**src/rtl/mux_pkg.sv**
```systemverilog
// Shared definitions for the pipelined channel selector (mux_pipe).
// Holds the default geometry, the error-counter width used when
// MUX_ERR_CNT_EN is defined, and the select range-check helper.
package mux_pkg;

    localparam int MUX_N_DEF     = 31;
    localparam int MUX_W_DEF     = 2;
    localparam int MUX_SEL_W_DEF = 5;
    localparam int MUX_ERR_CNT_W = 8;

    // True when the select names an existing channel (sel < n).
    function automatic logic sel_in_range(input logic [31:0] sel, input logic [31:0] n);
        return (sel < n);
    endfunction

endpackage

```
**src/rtl/mux_sel_core.sv**
```systemverilog
// Combinational N:1, W-bit channel selector with a range check.
// Out-of-range selects return zero data and raise err.
module mux_sel_core
    import mux_pkg::*;
#(
    parameter int N     = MUX_N_DEF,
    parameter int W     = MUX_W_DEF,
    parameter int SEL_W = MUX_SEL_W_DEF
) (
    input  logic [SEL_W-1:0] sel,
    input  logic [N*W-1:0]   inp,
    output logic [W-1:0]     data,
    output logic             err
);

    localparam int SLOTS = 2 ** SEL_W;

    // One slot per encodable select value; slots past N read as zero so the
    // array can be indexed by the full select without any width adaptation.
    logic [W-1:0] ch_s [SLOTS];

    for (genvar k = 0; k < SLOTS; k++) begin : g_slot
        if (k < N) begin : g_live
            assign ch_s[k] = inp[k*W +: W];
        end else begin : g_pad
            assign ch_s[k] = '0;
        end
    end

    // Pick the addressed channel, or flag the select as out of range.
    always_comb begin
        data = '0;
        err  = 1'b0;
        if (sel_in_range(32'(sel), 32'(N))) begin
            data = ch_s[sel];
            err  = 1'b0;
        end else begin
            data = '0;
            err  = 1'b1;
        end
    end

endmodule

```
**src/rtl/mux_pipe.sv**
```systemverilog
// Pipelined N-input, W-bit channel selector with valid/ready handshake on
// both sides and a single registered result stage (1-cycle latency, full
// throughput, no bubble on simultaneous drain and accept).
// Out-of-range selects produce zero data with out_err set and raise the
// sticky error flag. Optional macro MUX_ERR_CNT_EN adds a saturating 8-bit
// error counter on output err_cnt.
module mux_pipe
    import mux_pkg::*;
#(
    parameter int N     = MUX_N_DEF,
    parameter int W     = MUX_W_DEF,
    parameter int SEL_W = MUX_SEL_W_DEF
) (
    input  logic                     CLK,
    input  logic                     RST_N,
    input  logic                     in_valid,
    output logic                     in_ready,
    input  logic [SEL_W-1:0]         sel,
    input  logic [N*W-1:0]           inp,
    output logic                     out_valid,
    input  logic                     out_ready,
    output logic [W-1:0]             out_data,
    output logic                     out_err,
    output logic                     err_sticky,
    input  logic                     err_clr
`ifdef MUX_ERR_CNT_EN
    ,
    output logic [MUX_ERR_CNT_W-1:0] err_cnt
`endif
);

    // Geometry checks at elaboration.
    if (N < 2 || N > 256) begin : g_bad_n
        $error("mux_pipe: N must lie in 2..256");
    end
    if (W < 1 || W > 64) begin : g_bad_w
        $error("mux_pipe: W must lie in 1..64");
    end
    if (N > 2 ** SEL_W) begin : g_bad_sel_w
        $error("mux_pipe: SEL_W too narrow for N channels");
    end

    logic [W-1:0] core_data_s;
    logic         core_err_s;
    logic         accept_s;
    logic         err_set_s;

    mux_sel_core #(
        .N     (N),
        .W     (W),
        .SEL_W (SEL_W)
    ) u_core (
        .sel  (sel),
        .inp  (inp),
        .data (core_data_s),
        .err  (core_err_s)
    );

    // The stage is free when empty or being drained this cycle.
    assign in_ready  = !out_valid || out_ready;
    assign accept_s  = in_valid && in_ready;
    assign err_set_s = accept_s && core_err_s;

    // Result stage: load on accept, drop valid on drain, otherwise hold.
    always_ff @(posedge CLK) begin
        if (!RST_N) begin
            out_valid <= 1'b0;
            out_data  <= '0;
            out_err   <= 1'b0;
        end else if (accept_s) begin
            out_valid <= 1'b1;
            out_data  <= core_data_s;
            out_err   <= core_err_s;
        end else if (out_ready) begin
            out_valid <= 1'b0;
            out_data  <= out_data;
            out_err   <= out_err;
        end else begin
            out_valid <= out_valid;
            out_data  <= out_data;
            out_err   <= out_err;
        end
    end

    // Sticky error flag: a new error wins over a clear in the same cycle.
    always_ff @(posedge CLK) begin
        if (!RST_N) begin
            err_sticky <= 1'b0;
        end else if (err_set_s) begin
            err_sticky <= 1'b1;
        end else if (err_clr) begin
            err_sticky <= 1'b0;
        end else begin
            err_sticky <= err_sticky;
        end
    end

`ifdef MUX_ERR_CNT_EN
    // Saturating error counter; an increment alongside a clear leaves 1.
    always_ff @(posedge CLK) begin
        if (!RST_N) begin
            err_cnt <= '0;
        end else if (err_set_s) begin
            if (err_clr) begin
                err_cnt <= MUX_ERR_CNT_W'(1);
            end else if (err_cnt != {MUX_ERR_CNT_W{1'b1}}) begin
                err_cnt <= err_cnt + MUX_ERR_CNT_W'(1);
            end else begin
                err_cnt <= err_cnt;
            end
        end else if (err_clr) begin
            err_cnt <= '0;
        end else begin
            err_cnt <= err_cnt;
        end
    end
`endif

endmodule

```
**config.mk**
```make
export PLATFORM = sky130hd
export DESIGN_NAME = mux_pipe
export DESIGN_NICKNAME = d
export VERILOG_FILES = /design/src/rtl/mux_pkg.sv /design/src/rtl/mux_sel_core.sv /design/src/rtl/mux_pipe.sv
export SDC_FILE = /design/constraint.sdc
export NUM_CORES = 1
export LEC_CHECK = 0
export BUFFER_PORTS_ARGS = -buffer_cell sky130_fd_sc_hd__buf_2
export CORE_MARGIN = 2
export CORE_UTILIZATION = 37
export DETAILED_ROUTE_END_ITERATION = 7
export GPL_TIMING_DRIVEN = 0
export PLACE_DENSITY = 0.85
export SYNTH_ARGS = -nofsm -noshare
export SYNTH_HDL_FRONTEND = slang
export SYNTH_SLANG_ARGS = --single-unit
```
**constraint.sdc**
```tcl
create_clock -name CLK -period 1.6 [get_ports CLK]
set_clock_uncertainty 0.2 [all_clocks]
set_input_delay 0.08 -clock CLK [delete_from_list [all_inputs] [get_ports CLK]]
set_output_delay 0.08 -clock CLK [all_outputs]
set_load 0.02 [all_outputs]
```
==> out/qor.yml <==
endpoint_kind: "flip-flop"
path_max_fanout: 6
cts_made_buffers: 3
syn_inst: 97
synth.cells.most_frequent: "14 x mux2i_1, 10 x nand2_1, 6 x nor2b_1"
syn_area_um2: 828
start_util_pct: 38.2
yosysMostFrequentCell: "mux2i_1"
antenna_left: 0
tns_ps: 0
cts-root-buf: "clkbuf_4"
syn_to_final_growth_pct: 60.3
hpwl_mm: 2.26
clock_latency_ps: 250
synth.distinct_cells: 30
final_util_pct: 61.2
hold_class: "input port to flip-flop"
io_buffer_count: 74
crit_path_start_kind: "input port"
rsz0062_at_grt: "false"
synth-async-reset-ratio_pct: 0
grt_start_max_net_pins: 11
synth_edf_count: 0
vias: 1166
post-route-drc-count: 0
grtUsageMet3_pct: 2.92
wirelength_mm: 2.96
die_y_um: 51.3
drtPass1Iterations: 4
fin_crit_sh_pct: 96.2
drv_cap: 0
leakage_nw: 0.675
core_area_mm2: 0.00217
syn_avg_cell_area_um2: 8.54
track_usage_pct: 22.2
max_slew_margin_pct: 73.2
first_global_vias: 1073
use_met2_pct: 43.1
power.density_mw_per_mm2: 438
viasPerCell: 5.58
drive_gt1_share_pct: 49.2
worst_pin_slew_ps: 392
num_io_pins: 78
die_w_um: 51.3
use_met1_pct: 23.7
fin_cells: 209
final_net_count: 254
num_antenna_cells: 0
fillers: 211
fp.dieArea_mm2: 0.00263
synth_top_area_share_pct: 16.9
worstPathRequired_ps: 1530
max_freq_mhz: 650
drt_iter0_drc: 22
grt_pass1_wl_mm: 4.45
yosysWarnings: 0
place.gp.congestion: 0.819
htree_num_levels: 1
final.min_clock_period_ps: 1540
gr-total-overflow: 0
synthFlopType: "dfxtp_1"
synthesis.nets: 169
cts_tree: "built"
status: "finished clean"
antenna_found_initial: 0
vdd_ir_drop_max_mv: 0.254
synth_area_leaders: "mux2i_1 17%, mux4_1 16%, dfxtp_1 12%, nand2_1 4.5%, nor2b_1 4.5%"
clkTransAtPathRegs_ps: 40
grt_most_used_layer: "met2"
finalSetupViolCount: 0
wl_per_cell_um: 14.2
cp.arrival_ps: 1470
clock_sinks: 5
finalHoldViolCount: 0
postCtsSetupBuffers: 0
ys_seq_area_share_pct: 12.1
crit_type: "input port to flip-flop"
synth_top_area_cell: "mux2i_1"
report.final.slew_viol_count: 0
dp.cells: 199
rows: 17
clk_path_buf_depth: 2
synth-seq-cells: 5
worst max-delay path, stage by stage:
cell	delay, ps
dlygate4sd3_1	540
buf_2	130
nand2_1	210
nor3b_2	90
nand2b_1	150
o32a_1	270
cells by family after synthesis:
kind of cell	after synthesis	synth area share, %
muxes	20	35.5
buffers and inverters	12	8.31
DFF	5	12.1
and+or+nand+nor	34	21.9
AOI/OAI and AO/OA	26	22.2
final timing paths:
kind                           start                  endpoint  slack, ps  cells after the start
max                         in_valid  out_data[1]$_SDFFE_PN0P_         60                      6
min                          inp[58]  out_data[0]$_SDFFE_PN0P_         90                      5
max reg2reg   out_valid$_SDFFE_PN0P_  out_data[1]$_SDFFE_PN0P_        120                      5
min reg2reg  err_sticky$_SDFFE_PN0P_   err_sticky$_SDFFE_PN0P_        270                      2
cell usage in the layout (no fill, tap or decap), types with 3 or more instances in the layout:
master         netlist  layout
buf_2                4      78
clkbuf_4             0       3
nor2b_1              6       6
nand3_1              5       5
nand2b_1             4       3
a21oi_1              5       5
a211oi_1             3       3
a32oi_1              3       3
dfxtp_1              5       5
mux2i_1             14      14
o211ai_1             3       3
inv_1                4       3
buf_4                3       3
a31oi_1              5       5
dlygate4sd3_1        0       6
mux4_1               5       5
nand2_1             10      10
registers in the layout (all words and copies together), names as in the netlist:
register,cells
out_data,2
err_sticky,1
out_err,1
out_valid,1
power breakdown:
part           switching, W  total (W)  internal (W)
sequential       0.00000601   0.000140      0.000134
clock             0.0000552   0.000150     0.0000945
combinational      0.000132   0.000293      0.000160
area by class of cell:
type | instances | area [um^2] | area share [%]
Timing Repair Buffer | 80 | 430 | 32.4
Buffer | 8 | 53.8 | 4.05
Clock buffer | 4 | 26.3 | 1.98
Sequential cell | 5 | 100 | 7.54
Multi-Input combinational cell | 80 | 667 | 50.2
Tap cell | 28 | 35.0 | 2.64
Inverter | 4 | 15.0 | 1.13
metrics by stage:
| step | hold WS, ps | setup WS, ps | instance area [um^2] | total power, W |
|---|---|---|---|---|
| 3_3_place_gp | 134 | 46.8 | 1240 | 0.000404 |
| 3_5_place_dp | 140 | 23.3 | 1240 | 0.000413 |
| 4_1_cts | 83.1 | 49.4 | 1320 | 0.000574 |
| 6_report | 93.8 | 61.0 | 1330 | 0.000582 |
| 5_1_grt | 127 | 17.4 | 1330 | 0.000617 |
| 2_1_floorplan | 9.47 | 23.4 | 831 | 0.000295 |
layer usage:
metal | vias to the layer above | share of wire [%] | wire length [um]
met3 | 9 | 10 | 298
met2 | 76 | 52 | 1540
met5 | - | 0 | 0
li1 | 557 | - | -
met4 | 0 | 2.6 | 76
met1 | 524 | 35 | 1050
repair_timing:
action	in CTS	in global routing
hold endpoints to repair	4	0
endpoints found under the setup margin	0	2
hold buffers	6	0
gates resized for setup	0	2
Note: power is estimated with default switching activity, not from simulation.
